**config.mk**
```make
export PLATFORM = sky130hd
export DESIGN_NAME = multi_pad_reader
export DESIGN_NICKNAME = d
export VERILOG_FILES = /design/src/rtl/gamepad_pkg.sv /design/src/rtl/pad_tick_gen.sv /design/src/rtl/multi_pad_reader.sv
export SDC_FILE = /design/constraint.sdc
export NUM_CORES = 1
export LEC_CHECK = 0
export ABC_AREA = 1
export BUFFER_PORTS_ARGS = -buffer_cell sky130_fd_sc_hd__buf_2
export CORE_ASPECT_RATIO = 1.25
export CORE_MARGIN = 2
export CORE_UTILIZATION = 51
export DETAILED_ROUTE_END_ITERATION = 10
export PLACE_DENSITY = 0.84
export SLEW_MARGIN = 20
export SYNTH_ARGS = -nofsm -noshare
export SYNTH_HDL_FRONTEND = slang
export SYNTH_HIERARCHICAL = 1
export SYNTH_SLANG_ARGS = --single-unit
```
**constraint.sdc**
```tcl
create_clock -name clk -period 1.9 [get_ports clk]
set_clock_uncertainty 0.2 [all_clocks]
set_input_delay 0.38 -clock clk [delete_from_list [all_inputs] [get_ports clk]]
set_output_delay 0.38 -clock clk [all_outputs]
set_load 0.05 [all_outputs]
```
**src/rtl/gamepad_pkg.sv**
```systemverilog
// Shared types and constants for the serial gamepad poller.
// frame_cycles gives the number of busy cycles of one frame (LATCH through DONE).
package gamepad_pkg;

  typedef enum logic [2:0] {
    IDLE,
    LATCH,
    SHIFT_LO,
    SHIFT_HI,
    DONE
  } state_t;

  localparam int LATCH_TICKS = 2;

  function automatic int frame_cycles(input int nb, input int div);
    return (2 + 2 * nb) * div + 1;
  endfunction

endpackage

```
**src/rtl/pad_tick_gen.sv**
```systemverilog
// Divides clk down to one tick every CLK_DIV cycles; tick is high on count CLK_DIV-1.
// The counter is held at zero while clear is high so a frame always starts phase-aligned.
module pad_tick_gen #(
  parameter int CLK_DIV = 100
) (
  input  logic clk,
  input  logic reset,
  input  logic clear,
  output logic tick
);

  localparam int W = (CLK_DIV > 2) ? $clog2(CLK_DIV) : 1;

  logic [W-1:0] count_reg;

  always_ff @(posedge clk) begin
    if (reset || clear) begin
      count_reg <= '0;
    end else if (count_reg == W'(CLK_DIV - 1)) begin
      count_reg <= '0;
    end else begin
      count_reg <= count_reg + 1'b1;
    end
  end

  assign tick = (count_reg == W'(CLK_DIV - 1));

endmodule

```
**src/rtl/multi_pad_reader.sv**
```systemverilog
// Polls NUM_PADS serial shift-register gamepads over a shared latch/clock pair and
// publishes per-pad button words with pressed/released edge masks and a valid strobe.
module multi_pad_reader
  import gamepad_pkg::*;
#(
  parameter int NUM_PADS    = 2,
  parameter int NUM_BUTTONS = 8,
  parameter int CLK_DIV     = 100,
  parameter int POLL_PERIOD = 200000,
  parameter int ACTIVE_LOW  = 1
) (
  input  logic                            clk,
  input  logic                            reset,
  input  logic                            poll_req,
  input  logic                            auto_en,
  input  logic [NUM_PADS-1:0]             readline,
  output logic                            poll_signal,
  output logic                            pad_clk,
  output logic [NUM_PADS*NUM_BUTTONS-1:0] buttons,
  output logic [NUM_PADS*NUM_BUTTONS-1:0] pressed,
  output logic [NUM_PADS*NUM_BUTTONS-1:0] released,
  output logic                            valid,
  output logic                            busy
);

  localparam int NB  = NUM_BUTTONS;
  localparam int IW  = (NB > 1) ? $clog2(NB) : 1;
  localparam int PW  = (POLL_PERIOD > 2) ? $clog2(POLL_PERIOD) : 1;
  localparam int LW  = (LATCH_TICKS > 2) ? $clog2(LATCH_TICKS) : 1;
  localparam logic INV = (ACTIVE_LOW != 0);

  state_t          state_reg, state_next;
  logic [IW-1:0]   idx_reg, idx_next;
  logic [LW-1:0]   latch_cnt_reg, latch_cnt_next;
  logic [PW-1:0]   period_reg;
  logic            pending_reg, pending_next;
  logic            tick;
  logic            period_evt;
  logic            request;
  logic            last_bit;
  logic [NUM_PADS*NB-1:0] shreg_all;

  pad_tick_gen #(.CLK_DIV(CLK_DIV)) u_tick (
    .clk   (clk),
    .reset (reset),
    .clear (state_reg == IDLE),
    .tick  (tick)
  );

  assign period_evt = auto_en && (period_reg == PW'(POLL_PERIOD - 1));
  assign request    = poll_req || period_evt;
  assign last_bit   = (idx_reg == IW'(NB - 1));

  always_ff @(posedge clk) begin
    if (reset || !auto_en) begin
      period_reg <= '0;
    end else if (period_evt) begin
      period_reg <= '0;
    end else begin
      period_reg <= period_reg + 1'b1;
    end
  end

  // A request arriving in the same cycle the frame starts stays pending.
  always_comb begin
    pending_next = pending_reg || request;
    if (state_reg == IDLE && pending_reg) begin
      pending_next = request;
    end
  end

  always_comb begin
    state_next     = state_reg;
    idx_next       = idx_reg;
    latch_cnt_next = latch_cnt_reg;
    unique case (state_reg)
      IDLE: begin
        latch_cnt_next = '0;
        if (pending_reg) state_next = LATCH;
      end
      LATCH: begin
        if (tick) begin
          if (latch_cnt_reg == LW'(LATCH_TICKS - 1)) begin
            state_next = SHIFT_LO;
            idx_next   = '0;
          end else begin
            latch_cnt_next = latch_cnt_reg + 1'b1;
          end
        end
      end
      SHIFT_LO: begin
        if (tick) state_next = SHIFT_HI;
      end
      SHIFT_HI: begin
        if (tick) begin
          if (last_bit) begin
            state_next = DONE;
          end else begin
            idx_next   = idx_reg + 1'b1;
            state_next = SHIFT_LO;
          end
        end
      end
      DONE: state_next = IDLE;
      default: state_next = IDLE;
    endcase
  end

  always_ff @(posedge clk) begin
    if (reset) begin
      state_reg     <= IDLE;
      idx_reg       <= '0;
      latch_cnt_reg <= '0;
      pending_reg   <= 1'b0;
      poll_signal   <= 1'b0;
      pad_clk       <= 1'b0;
      valid         <= 1'b0;
      busy          <= 1'b0;
    end else begin
      state_reg     <= state_next;
      idx_reg       <= idx_next;
      latch_cnt_reg <= latch_cnt_next;
      pending_reg   <= pending_next;
      poll_signal   <= (state_next == LATCH);
      pad_clk       <= (state_next == SHIFT_HI);
      valid         <= (state_next == DONE);
      busy          <= (state_next != IDLE);
    end
  end

  for (genvar gi = 0; gi < NUM_PADS; gi++) begin : g_pad
    logic [NB-1:0] shreg;
    always_ff @(posedge clk) begin
      if (reset) begin
        shreg <= '0;
      end else if (state_reg == SHIFT_LO && tick) begin
        shreg[idx_reg] <= readline[gi] ^ INV;
      end
    end
    assign shreg_all[gi*NB +: NB] = shreg;
  end

  // Publish on the edge into DONE so the words are stable while valid is high.
  always_ff @(posedge clk) begin
    if (reset) begin
      buttons  <= '0;
      pressed  <= '0;
      released <= '0;
    end else if (state_reg == SHIFT_HI && tick && last_bit) begin
      buttons  <= shreg_all;
      pressed  <= shreg_all & ~buttons;
      released <= ~shreg_all & buttons;
    end
  end

endmodule

```
==> flow_metrics.env <==
export IMPL_worst_pin_slew_ps=515
export IMPL_avgRoutedWirePerCell_um=12.5
export IMPL_cpPeakStageDelay_ps=370
export IMPL_rsz0062_at_grt="yes"
export IMPL_ys_seq_elements=101
export IMPL_maxCapViolations=0
export IMPL_root_buffer="clkbuf_8"
export IMPL_max_clock_freq_mhz=513
export IMPL_cts_clk_slew_worst_paths_ps=110
export IMPL_io_buffers=57
export IMPL_cp_depth=12
export IMPL_place_congestion=0.858
export IMPL_vias=3888
export IMPL_violations="setup timing"
export IMPL_gr_total_overflow=0
export IMPL_timing_final_crit_share_pct=103
export IMPL_setup_tns_ps=-700
export IMPL_pwr_density_cell_mw_per_mm2=706
export IMPL_hold_viol=0
export IMPL_grt_antenna_before_repair=0
export IMPL_viasPerCell=5.16
export IMPL_synth_avg_cell_area_sq_um=7.42
export IMPL_setup_viol=47
export IMPL_pre_cts_ws_ps=-137
export IMPL_clk_path_buf_depth=2
export IMPL_cts_buffers=9
export IMPL_rows=37
export IMPL_grt_pass1_vias=3540
export IMPL_status="finished, violations left"
export IMPL_syn_nets=580
export IMPL_crit_chain="ha_4 > inv_2 > nor2_4 > nand3_4 > inv_4 > nand2_4 > nor2_4 > buf_12 > buf_16 > nand2_2 > or2_1 > a21oi_2"
export IMPL_final_core_util_pct=63.7
export IMPL_setup_ws_ps=-48.5
export IMPL_synth_edf_count=0
export IMPL_io_pins=58
export IMPL_syn_cell_area_sq_mm=0.00421
export IMPL_peakVddDrop_mv=0.508
export IMPL_endpoint_kind="flip-flop"
export IMPL_dieArea_sq_mm=0.00901
export IMPL_cp_common_cell="nor2_4"
export IMPL_largest_reg_flops=18
export IMPL_ys_seq_area_share_pct=48.0
export IMPL_initial_core_util_pct=51.7
export IMPL_critPathMaxFanout=5
export IMPL_cp_slowest_cell="dfxtp_2"
export IMPL_die_w_um=85.3
export IMPL_diodes=0
export IMPL_grt_max_degree=51
export IMPL_place_hpwl_um=6290
export IMPL_finalNetCount=663
export IMPL_grt_first_pass_wirelength_um=15000
export IMPL_wirelength_um=9450
export IMPL_hold_path_class="in2reg"
export IMPL_crit_arrival_ps=2070
export IMPL_fin_crit_ps=1950
export IMPL_drive_gt1_share_pct=22.6
export IMPL_syn_instance_count=568
export IMPL_yosysWarnings=6
export IMPL_firstDrtPassIters=5
export IMPL_syn2layout_area_growth_pct=23.2
export IMPL_core_area_sq_mm=0.00815
export IMPL_crit_type="reg2reg"
export IMPL_layout_common_cells="nand2_1 (149), dfxtp_1 (99), nor2_1 (73)"
export IMPL_ys_types=31
export IMPL_worstRegToRegCells=12
export IMPL_crit_required_ps=2020
export IMPL_final_max_slew_viol_count=0
export IMPL_cts_hold_fix_buffers=0
export IMPL_dpl_instance_area_sq_mm=0.00471
export IMPL_drc=0
export IMPL_cts_tree="built"
export IMPL_crit_buf_inv=4
export IMPL_maxSlewHeadroom_pct=65.6
export IMPL_htree_levels=3
export IMPL_drt_initial_drc_count=200
export IMPL_track_usage_pct=20.5
export IMPL_power_leakage_nw=2.08
export IMPL_clock_latency_ps=380
export IMPL_design_area_sq_mm=0.00519
export IMPL_cts_sinks=101
export IMPL_ant_nets=0
export IMPL_async_flop_share_pct=0
export IMPL_start_kind="flip-flop"
export IMPL_synth_flop_cell="dfxtp_1"
export IMPL_fp_dieH_um=106
export IMPL_mostFrequentLayoutCell="nand2_1"
export IMPL_hold_depth=3
export IMPL_critPathTopFamily="simple AND/OR/NAND/NOR gates"
[logic make-up after synthesis]
group                    Yosys count  synth area share (%)
AND/OR/NAND/NOR                  307                  32.0
buffers and inverters             62                  6.53
flip-flops                       101                  48.0
AO/OA/AOI/OAI                     87                  10.6
XOR/XNOR                           5                  1.04
adder cells (fa/ha/maj)            6                  1.78
[worst paths after layout]
check	start	to	slack [ps]
max	u_tick/count_reg[0]	pressed[12]	-50
min	poll_req	pending_reg	70
max reg2reg	u_tick/count_reg[0]	pressed[12]	-50
min reg2reg	pressed[14]	pressed[14]	270
[metrics by stage]
stage / total power [mW] / hold slack [ps] / cells
6_report: 3.66 / 65.6 / 753
5_1_grt: 3.77 / 88.1 / 753
4_1_cts: 3.68 / 60.3 / 749
3_5_place_dp: 2.28 / 253 / 726
3_3_place_gp: 2.28 / 249 / 726
2_1_floorplan: 2.26 / 233 / 568
[worst min-delay path: cells and delay by family]
kind                   cells  cell delay [ps]
buffers and inverters      1               80
AO/OA/AOI/OAI              2              150
[power by group]
group | switching, mW | leakage [nW] | internal [mW]
combinational | 0.0781 | 1.16 | 0.0268
sequential | 0.00813 | 0.815 | 2.13
clock | 0.770 | 0.103 | 0.654
total | 0.856 | 2.08 | 2.81
[final cells by class]
type,count,area (sq um)
multi-input cells,405,2050
well taps,97,121
inverters,43,166
repair buffers,91,619
flip-flops and latches,101,2020
fillers,702,2960
clock buffers,10,138
clock inverters,6,68.8
[per-layer routing]
layer	vias to the layer above	wire length (um)	track usage, %
met2	90	4970	36.6
met4	0	292	13.7
met5	-	0	0
met3	27	318	2.90
li1	1985	-	-
met1	1786	3860	22.1
[synthesized netlist by cell type, types with 4 or more instances]
master	instances	area [sq um]
a21oi_1	69	345
nand4_1	6	37.5
dfxtp_1	101	2020
nor2_2	6	37.5
nand3_1	21	105
nand2_2	5	31.3
or2_0	13	81.3
inv_1	42	158
nor2_1	79	297
ha_1	6	75.1
nand3b_1	13	97.6
o21ai_0	14	70.1
clkbuf_1	9	33.8
nand2_1	153	574
buf_6	4	45.0
buf_2	4	20.0
[what timing repair did]
item | CTS | global route
gates resized for setup | 20 | 20
setup endpoints to repair | 66 | 66
pin swaps | 3 | 4
buffers inserted | 6 | 3
gates cloned | 1 | 1
Power figures use the tool's default switching activity.
